File: config.mk
export PLATFORM = sky130hd
export DESIGN_NAME = seq_array_multiplier
export DESIGN_NICKNAME = d
export VERILOG_FILES = /design/src/rtl/seq_array_multiplier.sv
export SDC_FILE = /design/constraint.sdc
export NUM_CORES = 1
export LEC_CHECK = 0
export ABC_CLOCK_PERIOD_IN_PS = 3100
export CAP_MARGIN = 10
export CORE_MARGIN = 4
export CORE_UTILIZATION = 52
export DETAILED_ROUTE_END_ITERATION = 10
export PLACE_DENSITY_LB_ADDON = 0.12
export REMOVE_ABC_BUFFERS = 1
export SYNTH_ARGS = -nofsm -noshare
export SYNTH_HDL_FRONTEND = slang
export SYNTH_SLANG_ARGS = --single-unit
File: constraint.sdc
create_clock -name clk -period 3.1 [get_ports clk]
set_clock_uncertainty 0.1 [all_clocks]
set_input_delay 0.31 -clock clk [delete_from_list [all_inputs] [get_ports clk]]
set_output_delay 0.31 -clock clk [all_outputs]
set_load 0.03 [all_outputs]
File: src/rtl/seq_array_multiplier.sv
// Iterative shift-add multiplier, one partial product per clock.
// Ports: clk, rst_n (sync, active low), in_valid/in_ready + a, b,
//   signed_mode; out_valid/out_ready + product; busy.
module seq_array_multiplier #(
    parameter int WIDTH = 8
) (
    input  logic                 clk,
    input  logic                 rst_n,
    input  logic                 in_valid,
    output logic                 in_ready,
    input  logic [WIDTH-1:0]     a,
    input  logic [WIDTH-1:0]     b,
    input  logic                 signed_mode,
    output logic                 out_valid,
    input  logic                 out_ready,
    output logic [2*WIDTH-1:0]   product,
    output logic                 busy
);

    localparam int CW = $clog2(WIDTH);

    typedef enum logic [1:0] {
        IDLE,
        CALC,
        DONE
    } state_t;

    state_t state, state_nxt;

    logic [2*WIDTH-1:0] mcand;
    logic [2*WIDTH-1:0] acc;
    logic [2*WIDTH-1:0] acc_sum;
    logic [WIDTH-1:0]   mplier;
    logic [WIDTH-1:0]   a_mag;
    logic [WIDTH-1:0]   b_mag;
    logic [CW-1:0]      count;
    logic               neg;
    logic               last;

    // -2^(WIDTH-1) negates to itself, which read unsigned is its magnitude.
    assign a_mag = (signed_mode && a[WIDTH-1]) ? -a : a;
    assign b_mag = (signed_mode && b[WIDTH-1]) ? -b : b;

    // mcand is shifted left each step so it is already bit-weight aligned.
    assign acc_sum = acc + (mplier[0] ? mcand : '0);
    assign last    = (count == CW'(WIDTH - 1));

    assign in_ready = rst_n && (state == IDLE);
    assign busy     = (state != IDLE);

    always_ff @(posedge clk) begin
        if (!rst_n) begin
            state <= IDLE;
        end else begin
            state <= state_nxt;
        end
    end

    always_comb begin
        state_nxt = state;
        unique case (state)
            IDLE: if (in_valid) state_nxt = CALC;
            CALC: if (last) state_nxt = DONE;
            DONE: if (out_ready) state_nxt = IDLE;
            default: state_nxt = IDLE;
        endcase
    end

    always_ff @(posedge clk) begin
        if (!rst_n) begin
            mcand     <= '0;
            mplier    <= '0;
            acc       <= '0;
            count     <= '0;
            neg       <= 1'b0;
            product   <= '0;
            out_valid <= 1'b0;
        end else begin
            unique case (state)
                IDLE: begin
                    if (in_valid) begin
                        mcand  <= {{WIDTH{1'b0}}, a_mag};
                        mplier <= b_mag;
                        neg    <= signed_mode & (a[WIDTH-1] ^ b[WIDTH-1]);
                        acc    <= '0;
                        count  <= '0;
                    end
                end
                CALC: begin
                    acc    <= acc_sum;
                    mplier <= mplier >> 1;
                    mcand  <= mcand << 1;
                    count  <= count + CW'(1);
                    if (last) begin
                        // Negating zero gives zero, so no special case.
                        product   <= neg ? -acc_sum : acc_sum;
                        out_valid <= 1'b1;
                    end
                end
                DONE: begin
                    if (out_ready) out_valid <= 1'b0;
                end
                default: ;
            endcase
        end
    end

endmodule

# [Word level (Yosys, flattened, before mapping)]
# Index checks and enable logic that the tools add are counted.
[totals] register_bits=63 wordCells=52
[classes] n_reduce_logical=12 add_sub_neg=5 muxes=19 bitwise=2 eq_ne=6
[ops] op="16-bit 2-to-1 mux" count=4
[ops] op="16-bit case mux with 2 select lines" count=2
[ops] op="8-bit 2-to-1 mux" count=3
[ops] op="16-bit adder" count=1
[ops] op="16-bit negator" count=1
[ops] op="8-bit negator" count=2
[ops] op="8-bit case mux with 2 select lines" count=1
[ops] op="2-bit 2-to-1 mux" count=3
[ops] op="2-bit inequality test, second input constant" count=3
[ops] op="2-bit case mux with 3 select lines" count=1
[ops] op="3-bit case mux with 2 select lines" count=1
[ops] op="2-bit AND reduction" count=3
[ops] op="3-bit AND reduction" count=2
[ops] op="2-bit nonzero test" count=3
[ops] op="3-bit by 1-bit adder with 3-bit output, second input constant" count=1
[ops] op="3-bit == test, second input constant" count=1
[ops] op="1-bit logical AND" count=3
[ops] op="3-bit 2-to-1 mux" count=1
[ops] op="2-bit by 1-bit == test with 1-bit output, second input constant" count=1
[ops] op="2-bit == test, second input constant" count=1
[ops] op="2-bit zero test" count=1
[ops] op="1-bit 2-to-1 mux" count=2
[ops] op="1-bit case mux with 2 select lines" count=1
[ops] op="1-bit bitwise AND" count=1
[ops] op="1-bit XOR" count=1

# [Depth between registers and ports, before layout]
# Gate-level depths: netlist of run 1.
[logic_depth] depth_word=4 depth_mapped=12

# [Worst setup path before layout of run 1]
# No wires, ideal clock.
[synth_path] path_type="register to register" from="register mplier[0]" to="register product[13]" arrival_time_ns=2.971 setup_ns=0.115 path_stages_with_launch=13 slack_ns=-0.086 period_less_slack_ns=3.186 path_cell_list="dfxtp_1 > clkbuf_1 > and2_1 > ha_1 > fa_1 > a21o_1 > and4_4 > or4_4 > a31oi_4 > xnor2_2 > o41ai_2 > xnor2_1 > o21ba_1"
[synth_between] elab_chain_len=4
[synth_lines] element="start: declaration" line="33" source="logic [WIDTH-1:0] mplier;"
[synth_lines] element="start signal: assignment" line="83" source="mplier <= b_mag;"
[synth_lines] element="start signal: assignment" line="91" source="mplier <= mplier >> 1;"
[synth_lines] element="16-bit 2-to-1 mux (*)" line="45" source="assign acc_sum = acc + (mplier[0] ? mcand : '0);"
[synth_lines] element="16-bit adder (*)" line="45"
[synth_lines] element="16-bit negator" line="96" source="product <= neg ? -acc_sum : acc_sum;"
[synth_lines] element="16-bit 2-to-1 mux (*)" line="96"
[synth_lines] element="end signal: assignment" line="96"
[synth_lines] element="end: declaration" line="16" source="output logic [2*WIDTH-1:0] product,"
# Mark *: on every way between the ends. The rest lies on a longest branch, timed or not.
# A chain may end at the register's enable or synchronous reset.

# [Worst setup path after layout of run 1]
[layout_path] from="register mplier[0]" to="register product[14]"
# The elaborated chain is that of the path after synthesis.

==> results of run 1 <==
[tightest hold or removal path, delay by kind of cell, from the launching register on]
| kind | cells | cell delay (ns) |
|---|---|---|
| compound gates | 1 | 0.05 |
| flops | 1 | 0.31 |
| simple gates | 1 | 0.05 |
[cells in the mapped netlist (15+ instances only)]
library cell   n
a211oi_1      15
a21oi_1       59
a22oi_1       15
and2_1        20
clkbuf_1      28
dfxtp_1       63
ha_1          20
nand2_1       59
nand3_1       33
nor2_1        47
nor3_1        16
o21ai_0       16
xor2_1        15
[metrics by stage]
| step | setup TNS, ns | instances | power [W] | worst slack, ns |
|---|---|---|---|---|
| floorplan | -0.07053 | 494 | 0.0009923 | -0.02176 |
| global placement | 0 | 666 | 0.001091 | 0.02714 |
| detailed placement | -0.05572 | 666 | 0.001097 | -0.02797 |
| CTS | 0 | 683 | 0.001898 | 0.009664 |
| global route | -0.4346 | 685 | 0.001970 | -0.1170 |
| finish | 0 | 685 | 0.001899 | 0.03687 |
[per-layer routing]
metal / track usage / up-vias / wire, um
met4: 0.08768 / 0 / 152
met2: 0.3795 / 115 / 4869
li1: - / 2021 / -
met1: 0.3094 / 1844 / 4815
met3: 0.03518 / 17 / 536
met5: 0 / - / 0
[cell type report]
cell class                 count  area, um^2  area share
tap                           99       123.9     0.02434
clock buffer                   9       123.9     0.02434
timing repair buffer          76       669.4      0.1315
inverter                      15       56.30     0.01106
sequential                    63        1264      0.2483
multi-input combinational    416        2756      0.5417
clock inverter                 7       95.09     0.01869
[registers in the layout, indices dropped and copies added, names as in the netlist]
signal	count
acc	16
count	3
mcand	16
mplier	8
neg	1
out_valid	1
product	16
state	2
[worst paths after layout]
check / endpoint / slack [ns] / cells past startpoint
worst min register to register: mplier[2]$_SDFFE_PN0P_ / 0.35 / 2
worst max register to register: product[14]$_SDFFE_PN0P_ / 0.04 / 11
worst min-delay path: mplier[2]$_SDFFE_PN0P_ / 0.35 / 2
worst max-delay path: product[14]$_SDFFE_PN0P_ / 0.04 / 11
[cell families after synthesis]
kind of cell | count (synthesis) | synth area share
AO/OA/AOI/OAI | 165 | 0.2721
XOR/XNOR | 25 | 0.05621
adder cells (fa/ha/maj) | 21 | 0.06708
buffers and inverters | 47 | 0.04751
flip-flops | 63 | 0.3130
multiplexers | 1 | 0.002485
AND/OR/NAND/NOR | 204 | 0.2416
[power breakdown]
part / switching [W] / leakage [nW] / total (W) / internal, W
clock network: 0.000352 / 0.110 / 0.000806 / 0.000454
registers: 0.0000182 / 0.511 / 0.000848 / 0.000830
logic: 0.000142 / 1.34 / 0.000245 / 0.000103
total: 0.000512 / 1.96 / 0.00190 / 0.00139
[repair_timing]
item,4_1_cts,5_1_grt
gates resized for setup,3,38
setup buffers,1,2
pin swaps,2,19
setup endpoints to repair,4,8
hold buffers,0,0
==> flow_metrics.py, run 1 <==
metrics = {
    "status": {
        "outcome": "completed",
    },
    "hold_path": {
        "min_from": "mplier[3]$_SDFFE_PN0P_",
        "hold_class": "register to register",
    },
    "synthesis": {
        "synth_cell_types": 59,
        "synth_top_cell_by_area": "dfxtp_1",
        "synth-edff-count": 0,
        "syn_area_um2": 4029,
        "yosys_warnings": 0,
        "syn_area_per_cell_um2": 7.659,
        "ys_async_sr_fraction": 0,
        "postSynthCellCount": 526,
        "synth_top_area_frac": 0.3130,
        "synthTopCellsByArea": "dfxtp_1, a21oi_1, ha_1",
        "seq_area_frac_synth": 0.3130,
        "ys_ff_latch": 63,
        "yosys_most_used_dff": "dfxtp_1",
    },
    "sta": {
        "setup_violations": 0,
        "period_share": 0.9881,
        "whs_ns": 0.3539,
        "worst_pin_slew_ns": 0.9907,
        "relSlewSlack": 0.3395,
        "max_freq_mhz": 326.5,
        "slew_violations": 0,
        "rsz0062_at_grt": "yes",
        "min_period_ns": 3.063,
        "hold_viol_final": 0,
    },
    "critical_path": {
        "critPathMaxStageDelay_ns": 0.43,
        "timing.rr.start": "mplier[0]$_SDFFE_PN0P_",
        "cp-start-kind": "register",
        "cp_top_family": "compound AO/OA/AOI/OAI gates",
        "cp-end-kind": "register",
        "cp_cell_sequence": "and2_4 -> ha_4 -> fa_2 -> a21o_1 -> a21oi_2 -> xnor2_2 -> or3_4 -> o41a_1 -> a21oi_2 -> and4_1 -> nor4_2",
        "worst_ep_required_time_ns": 3.24,
        "worstPathArrival_ns": 3.20,
        "cpMostUsedCell": "a21oi_2",
        "critPathKind": "register to register",
        "cp_max_fo": 4,
        "critPathBufInv": 0,
        "cp-startpoint": "mplier[0]$_SDFFE_PN0P_",
        "critPathSlowestCell": "o41a_1",
    },
    "place": {
        "post-dp-hpwl_mm": 7.423,
        "io_buffers": 39,
        "detailed_place.area_um2": 4663,
        "routabilityCongestion": 0.9199,
    },
    "clocking": {
        "cts_tree": "built",
        "h-tree-depth": 3,
        "clock_path_buffers": 2,
        "cts_buffers": 9,
        "numClockSinks": 63,
        "clockRootBuffer": "clkbuf_8",
        "clkSlewWorstSetupHoldPaths_ns": 0.08,
        "clk_latency_ns": 0.35,
    },
    "die": {
        "dieWidth_um": 96.02,
        "fp-row-count": 31,
        "initial_core_util": 0.5438,
        "fp.coreArea_um2": 7408,
        "ioPinCount": 40,
        "dieArea_um2": 9220,
        "fp.dieH_um": 96.02,
    },
    "final_layout": {
        "syn2layout_area_growth_pct": 26.30,
        "mostFrequentLayoutCells": "dfxtp_1, nand2_1, a21oi_1, nor2_1, clkdlybuf4s50_1",
        "antenna_cells": 0,
        "layout_commonest_cell": "dfxtp_1",
        "fillers": 629,
        "final_net_count": 623,
        "utilization": 0.6869,
        "drive_gt1_frac": 0.1553,
        "fin_area_um2": 5089,
    },
    "run": {
        "cap_violations": 0,
    },
    "drt": {
        "viasPerCell": 5.835,
        "routed_wl_mm": 10.37,
        "drt_iter0_drc": 192,
        "wl_per_cell_um": 15.14,
        "vias": 3997,
        "final_antenna_net_count": 0,
        "drt_pass1_iterations": 5,
        "drc_errors": 0,
    },
    "pwr": {
        "irDropWorstVdd_mv": 0.2155,
        "power.density_nw_per_um2": 373.2,
        "cellLeakagePower_nw": 1.958,
    },
    "grt": {
        "grtUsageTotal": 0.2329,
        "grt-ovfl-total": 0,
        "grt_max_degree": 33,
        "grt_antenna_before_repair": 0,
        "grt_pass1_wl_mm": 16.99,
        "grt_pass1_vias": 3675,
    },
}
Note: power is estimated with default switching activity, not from simulation.
==> inputs of run 2 (changes only) <==
--- a/config.mk
+++ b/config.mk
@@ -10,6 +10,7 @@
 export CORE_MARGIN = 4
 export CORE_UTILIZATION = 52
 export DETAILED_ROUTE_END_ITERATION = 10
+export MAX_ROUTING_LAYER = met4
 export PLACE_DENSITY_LB_ADDON = 0.12
 export REMOVE_ABC_BUFFERS = 1
 export SYNTH_ARGS = -nofsm -noshare
==> flow_metrics.py, run 2 (synthesis gave the netlist of run 1 again) <==
metrics = {
    "drt": {
        "routed_wl_mm": 10.36,
        "drt_pass1_iterations": 5,
        "vias": 3979,
        "drc_errors": 0,
        "viasPerCell": 5.809,
        "wl_per_cell_um": 15.13,
        "drt_iter0_drc": 207,
        "final_antenna_net_count": 0,
    },
    "pwr": {
        "power.density_nw_per_um2": 389.9,
        "seq_power_share": 0.429,
        "intPower_w": 0.001467,
        "p_sw_w": 0.0005125,
        "power.share.clock": 0.449,
        "pwr-share-comb": 0.123,
        "irDropWorstVdd_mv": 0.2525,
        "netSwitchingFraction": 0.2589,
        "cellLeakagePower_nw": 1.965,
    },
    "sta": {
        "hold_viol_final": 0,
        "worst_pin_slew_ns": 0.9645,
        "max_freq_mhz": 325.2,
        "rsz0062_at_grt": "yes",
        "whs_ns": 0.3554,
        "finalSetupTns_ns": 0,
        "period_share": 0.9918,
        "relSlewSlack": 0.3570,
        "slew_violations": 0,
        "min_period_ns": 3.075,
        "setup_violations": 0,
    },
    "clocking": {
        "hold_buffers": 0,
        "clk_latency_ns": 0.35,
        "cts_tree": "built",
        "h-tree-depth": 3,
        "cts_buffers": 9,
        "clkSlewWorstSetupHoldPaths_ns": 0.08,
        "clock_path_buffers": 2,
        "clockRootBuffer": "clkbuf_8",
        "numClockSinks": 63,
    },
    "grt": {
        "grt-ovfl-total": 0,
        "grtUsageTotal": 0.2354,
        "grt_antenna_before_repair": 0,
        "grt_pass1_vias": 3630,
        "grt_pass1_wl_mm": 16.75,
        "grt_max_degree": 35,
    },
    "critical_path": {
        "worst_ep_required_time_ns": 3.24,
        "cp_max_fo": 4,
        "critPathKind": "register to register",
        "rr_worst_depth": 11,
        "cp-start-kind": "register",
        "worstPathArrival_ns": 3.21,
        "cp-end-kind": "register",
    },
    "final_layout": {
        "syn2layout_area_growth_pct": 26.02,
        "drive_gt1_frac": 0.1485,
        "final_net_count": 623,
        "mostFrequentLayoutCells": "dfxtp_1, nand2_1, a21oi_1, nor2_1, clkdlybuf4s50_1",
        "reg_top3": "acc x16, mcand x16, product x16",
        "layout_commonest_cell": "dfxtp_1",
        "antenna_cells": 0,
    },
    "die": {
        "initial_core_util": 0.5438,
        "fp.coreArea_um2": 7408,
        "dieArea_um2": 9220,
        "fp-row-count": 31,
        "ioPinCount": 40,
        "dieWidth_um": 96.02,
        "fp.dieH_um": 96.02,
    },
    "hold_path": {
        "worstHoldPathCells": 2,
        "hold_class": "register to register",
    },
    "status": {
        "outcome": "completed",
    },
    "place": {
        "routabilityCongestion": 0.9458,
        "io_buffers": 39,
        "post-dp-hpwl_mm": 7.397,
    },
    "run": {
        "cap_violations": 0,
    },
}
## run 2: worst max-delay path: stages (launching register included)
cell     delay [ns]
dfxtp_2        0.33
and2_1         0.14
ha_2           0.18
fa_2           0.37
a21o_1         0.21
and4_4         0.18
or3_4          0.33
and2_1         0.18
o41a_1         0.44
a21oi_2        0.22
and4_1         0.24
nor4_1         0.05
## run 2: final timing paths
check	from	endpoint	slack, ns
worst max-delay path	mplier[0]$_SDFFE_PN0P_	product[14]$_SDFFE_PN0P_	0.03
worst min-delay path	product[2]$_SDFFE_PN0P_	product[2]$_SDFFE_PN0P_	0.36
worst max register to register	mplier[0]$_SDFFE_PN0P_	product[14]$_SDFFE_PN0P_	0.03
worst min register to register	product[2]$_SDFFE_PN0P_	product[2]$_SDFFE_PN0P_	0.36
## run 2: layout make-up
type,count,area [um^2]
Clock buffer,9,123.9
Clock inverter,7,120.1
Fill cell,640,2331
Inverter,15,56.30
Multi-Input combinational cell,416,2721
Sequential cell,63,1262
Tap cell,99,123.9
Timing Repair Buffer,76,669.4
## run 2: through the flow
| step | cells | setup WS [ns] | area [um^2] | total power, W | utilization |
|---|---|---|---|---|---|
| 2_1_floorplan | 494 | -0.02176 | 3894 | 0.0009923 | - |
| 3_3_place_gp | 665 | 0.03089 | 4656 | 0.001092 | 0.6284 |
| 3_5_place_dp | 665 | -0.01057 | 4656 | 0.001096 | 0.6284 |
| 4_1_cts | 682 | 0.006970 | 4911 | 0.001983 | 0.6629 |
| 5_1_grt | 685 | -0.08983 | 5077 | 0.002051 | 0.6854 |
| 6_report | 685 | 0.02528 | 5077 | 0.001980 | 0.6854 |
## run 2: power groups by stage
stage	clock network [W]	registers, W	logic [W]
after CTS	0.000900	0.000847	0.000235
after global placement	0	0.000865	0.000227
after global routing	0.000934	0.000851	0.000266
final	0.000889	0.000848	0.000243
after floorplan	0	0.000862	0.000131
after detailed placement	0	0.000866	0.000231
## run 2: metal layers
| metal | vias to the layer above | global-route usage | wire [um] |
|---|---|---|---|
| li1 | 2018 | - | - |
| met1 | 1851 | 0.3064 | 4950 |
| met2 | 98 | 0.3824 | 4800 |
| met3 | 12 | 0.04222 | 499 |
| met4 | 0 | 0.04976 | 112 |
| met5 | - | - | 0 |
## run 2: repair_timing
action,CTS,global route
buffers inserted,1,3
hold endpoints to repair,0,0
endpoints found under the setup margin,1,8
gates resized for setup,1,30
pin swaps,1,13
==> inputs of run 3 (changes only) <==
--- a/config.mk
+++ b/config.mk
@@ -7,6 +7,7 @@
 export LEC_CHECK = 0
 export ABC_CLOCK_PERIOD_IN_PS = 3100
 export CAP_MARGIN = 10
+export CORE_ASPECT_RATIO = 1.5
 export CORE_MARGIN = 4
 export CORE_UTILIZATION = 52
 export DETAILED_ROUTE_END_ITERATION = 10
==> flow_metrics.py, run 3 (synthesis gave the netlist of run 1 again) <==
metrics = {
    "pwr": {
        "power.share.clock": 0.496,
        "netSwitchingFraction": 0.2357,
        "p_sw_w": 0.0005062,
        "cellLeakagePower_nw": 1.972,
        "intPower_w": 0.001642,
        "power_w": 0.002148,
        "irDropWorstVdd_mv": 0.2912,
        "seq_power_share": 0.396,
        "power.density_nw_per_um2": 422.7,
        "pwr-share-comb": 0.108,
    },
    "die": {
        "fp.coreArea_um2": 7564,
        "ioPinCount": 40,
        "dieArea_um2": 9249,
        "initial_core_util": 0.5327,
        "dieWidth_um": 79.87,
        "fp-row-count": 39,
        "fp.dieH_um": 115.8,
    },
    "critical_path": {
        "timing.rr.start": "mcand[1]$_SDFFE_PN0P_",
        "rr_worst_depth": 10,
        "reg2reg_slack_ns": 0.05,
        "cp-end-kind": "register",
        "critPathBufInv": 0,
        "cp-start-kind": "register",
        "worst_r2r_endpoint": "product[14]$_SDFFE_PN0P_",
        "worstPathArrival_ns": 3.17,
        "worst_ep_required_time_ns": 3.22,
        "crit_cells": 10,
        "critPathKind": "register to register",
        "cp_max_fo": 8,
        "cp_top_family": "simple AND/OR/NAND/NOR gates",
        "critPathMaxStageDelay_ns": 0.49,
        "critPathSlowestCell": "or4_1",
        "cp_cell_sequence": "and2_1 -> ha_1 -> a21o_1 -> a41oi_1 -> a21oi_2 -> or4_1 -> nand3_1 -> nor3_2 -> a311oi_1 -> nor4_2",
    },
    "final_layout": {
        "drive_gt1_frac": 0.1349,
        "syn2layout_area_growth_pct": 26.15,
        "reg_top3": "acc x16, mcand x16, product x16",
        "mostFrequentLayoutCells": "dfxtp_1, nand2_1, a21oi_1, nor2_1, clkdlybuf4s50_1",
        "antenna_cells": 0,
        "final_net_count": 616,
        "layout_commonest_cell": "dfxtp_1",
    },
    "sta": {
        "relSlewSlack": 0.3300,
        "rsz0062_at_grt": "yes",
        "min_period_ns": 3.053,
        "max_freq_mhz": 327.5,
        "period_share": 0.9850,
        "slew_violations": 0,
        "layout_setup_ws_ns": 0.04659,
        "hold_viol_final": 0,
        "worst_pin_slew_ns": 1.005,
        "finalSetupTns_ns": 0,
        "setup_violations": 0,
    },
    "grt": {
        "grt_pass1_wl_mm": 16.64,
        "grt_max_degree": 37,
        "grt_pass1_vias": 3712,
        "grtUsageTotal": 0.2337,
        "grt_antenna_before_repair": 0,
        "grt-ovfl-total": 0,
    },
    "drt": {
        "viasPerCell": 5.954,
        "routed_wl_mm": 10.46,
        "drt_pass1_iterations": 5,
        "vias": 4049,
        "wl_per_cell_um": 15.38,
        "drc_errors": 0,
        "final_antenna_net_count": 0,
        "drt_iter0_drc": 246,
    },
    "clocking": {
        "h-tree-depth": 3,
        "clkSlewWorstSetupHoldPaths_ns": 0.05,
        "numClockSinks": 63,
        "clockRootBuffer": "clkbuf_16",
        "hold_buffers": 0,
        "clk_latency_ns": 0.34,
        "cts_buffers": 9,
        "cts_tree": "built",
        "clock_path_buffers": 2,
    },
    "place": {
        "io_buffers": 39,
        "post-dp-hpwl_mm": 7.472,
        "dp_slack_ns": -0.03953,
        "routabilityCongestion": 0.9702,
    },
    "status": {
        "outcome": "completed",
    },
    "run": {
        "cap_violations": 0,
    },
    "hold_path": {
        "worstHoldPathCells": 2,
        "hold_end": "product[2]$_SDFFE_PN0P_",
        "min_from": "product[2]$_SDFFE_PN0P_",
        "hold_class": "register to register",
    },
}
run 3: cell type report:
| type | count | area, um^2 |
|---|---|---|
| repair buffers | 69 | 616.8 |
| fillers | 668 | 2481 |
| flip-flops and latches | 63 | 1262 |
| clock inverters | 4 | 70.07 |
| clock buffers | 11 | 242.7 |
| well taps | 102 | 127.6 |
| inverters | 15 | 56.30 |
| multi-input cells | 416 | 2706 |
run 3: timing repair:
item | in CTS | in global routing
endpoints found under the setup margin | 3 | 7
resized for setup | 5 | 27
setup buffers | 0 | 3
pin swaps | 2 | 12
run 3: layer usage:
| layer | up-vias | wire, um | track usage |
|---|---|---|---|
| met2 | 92 | 5531 | 0.4105 |
| met1 | 1927 | 4360 | 0.2537 |
| met4 | 0 | 150 | 0.08455 |
| met3 | 15 | 412 | 0.05754 |
| li1 | 2015 | - | - |
| met5 | - | 0 | - |
run 3: worst register-to-register path, cell delays in order (launching register included):
cell and delay (ns):
dfxtp_1 0.32, and2_1 0.19, ha_1 0.31, a21o_1 0.20, a41oi_1 0.35, a21oi_2 0.19, or4_1 0.49, nand3_1 0.25
nor3_2 0.12, a311oi_1 0.35, nor4_2 0.06
run 3: worst max-delay path by stage:
| stage | end | start | slack [ns] |
|---|---|---|---|
| floorplan | mcand[1]$_SDFFE_PN0P_ | state[0]$_SDFFE_PN0P_ | -0.02 |
| global placement | product[13]$_SDFFE_PN0P_ | mcand[0]$_SDFFE_PN0P_ | 0.03 |
| detailed placement | product[13]$_SDFFE_PN0P_ | mcand[0]$_SDFFE_PN0P_ | -0.04 |
| CTS | product[13]$_SDFFE_PN0P_ | mplier[0]$_SDFFE_PN0P_ | 0.002 |
| global route | product[13]$_SDFFE_PN0P_ | mplier[0]$_SDFFE_PN0P_ | -0.05 |
| finish | product[14]$_SDFFE_PN0P_ | mcand[1]$_SDFFE_PN0P_ | 0.05 |
run 3: metrics by stage:
stage / hold slack, ns / cells / util / instance area, um^2
after floorplan: 0.3316 / 494 / - / 3894
final: 0.3480 / 680 / 0.6720 / 5082
after global routing: 0.3734 / 680 / 0.6720 / 5082
after CTS: 0.3506 / 677 / 0.6554 / 4957
after detailed placement: 0.3465 / 662 / 0.6101 / 4614
after global placement: 0.3403 / 662 / 0.6101 / 4614
run 3: power groups by stage:
stage	Sequential, W	Combinational [W]	Clock [W]
finish	0.000850	0.000232	0.00107
global route	0.000851	0.000257	0.00112
CTS	0.000848	0.000228	0.00108
detailed placement	0.000865	0.000226	0
global placement	0.000865	0.000222	0
floorplan	0.000862	0.000131	0
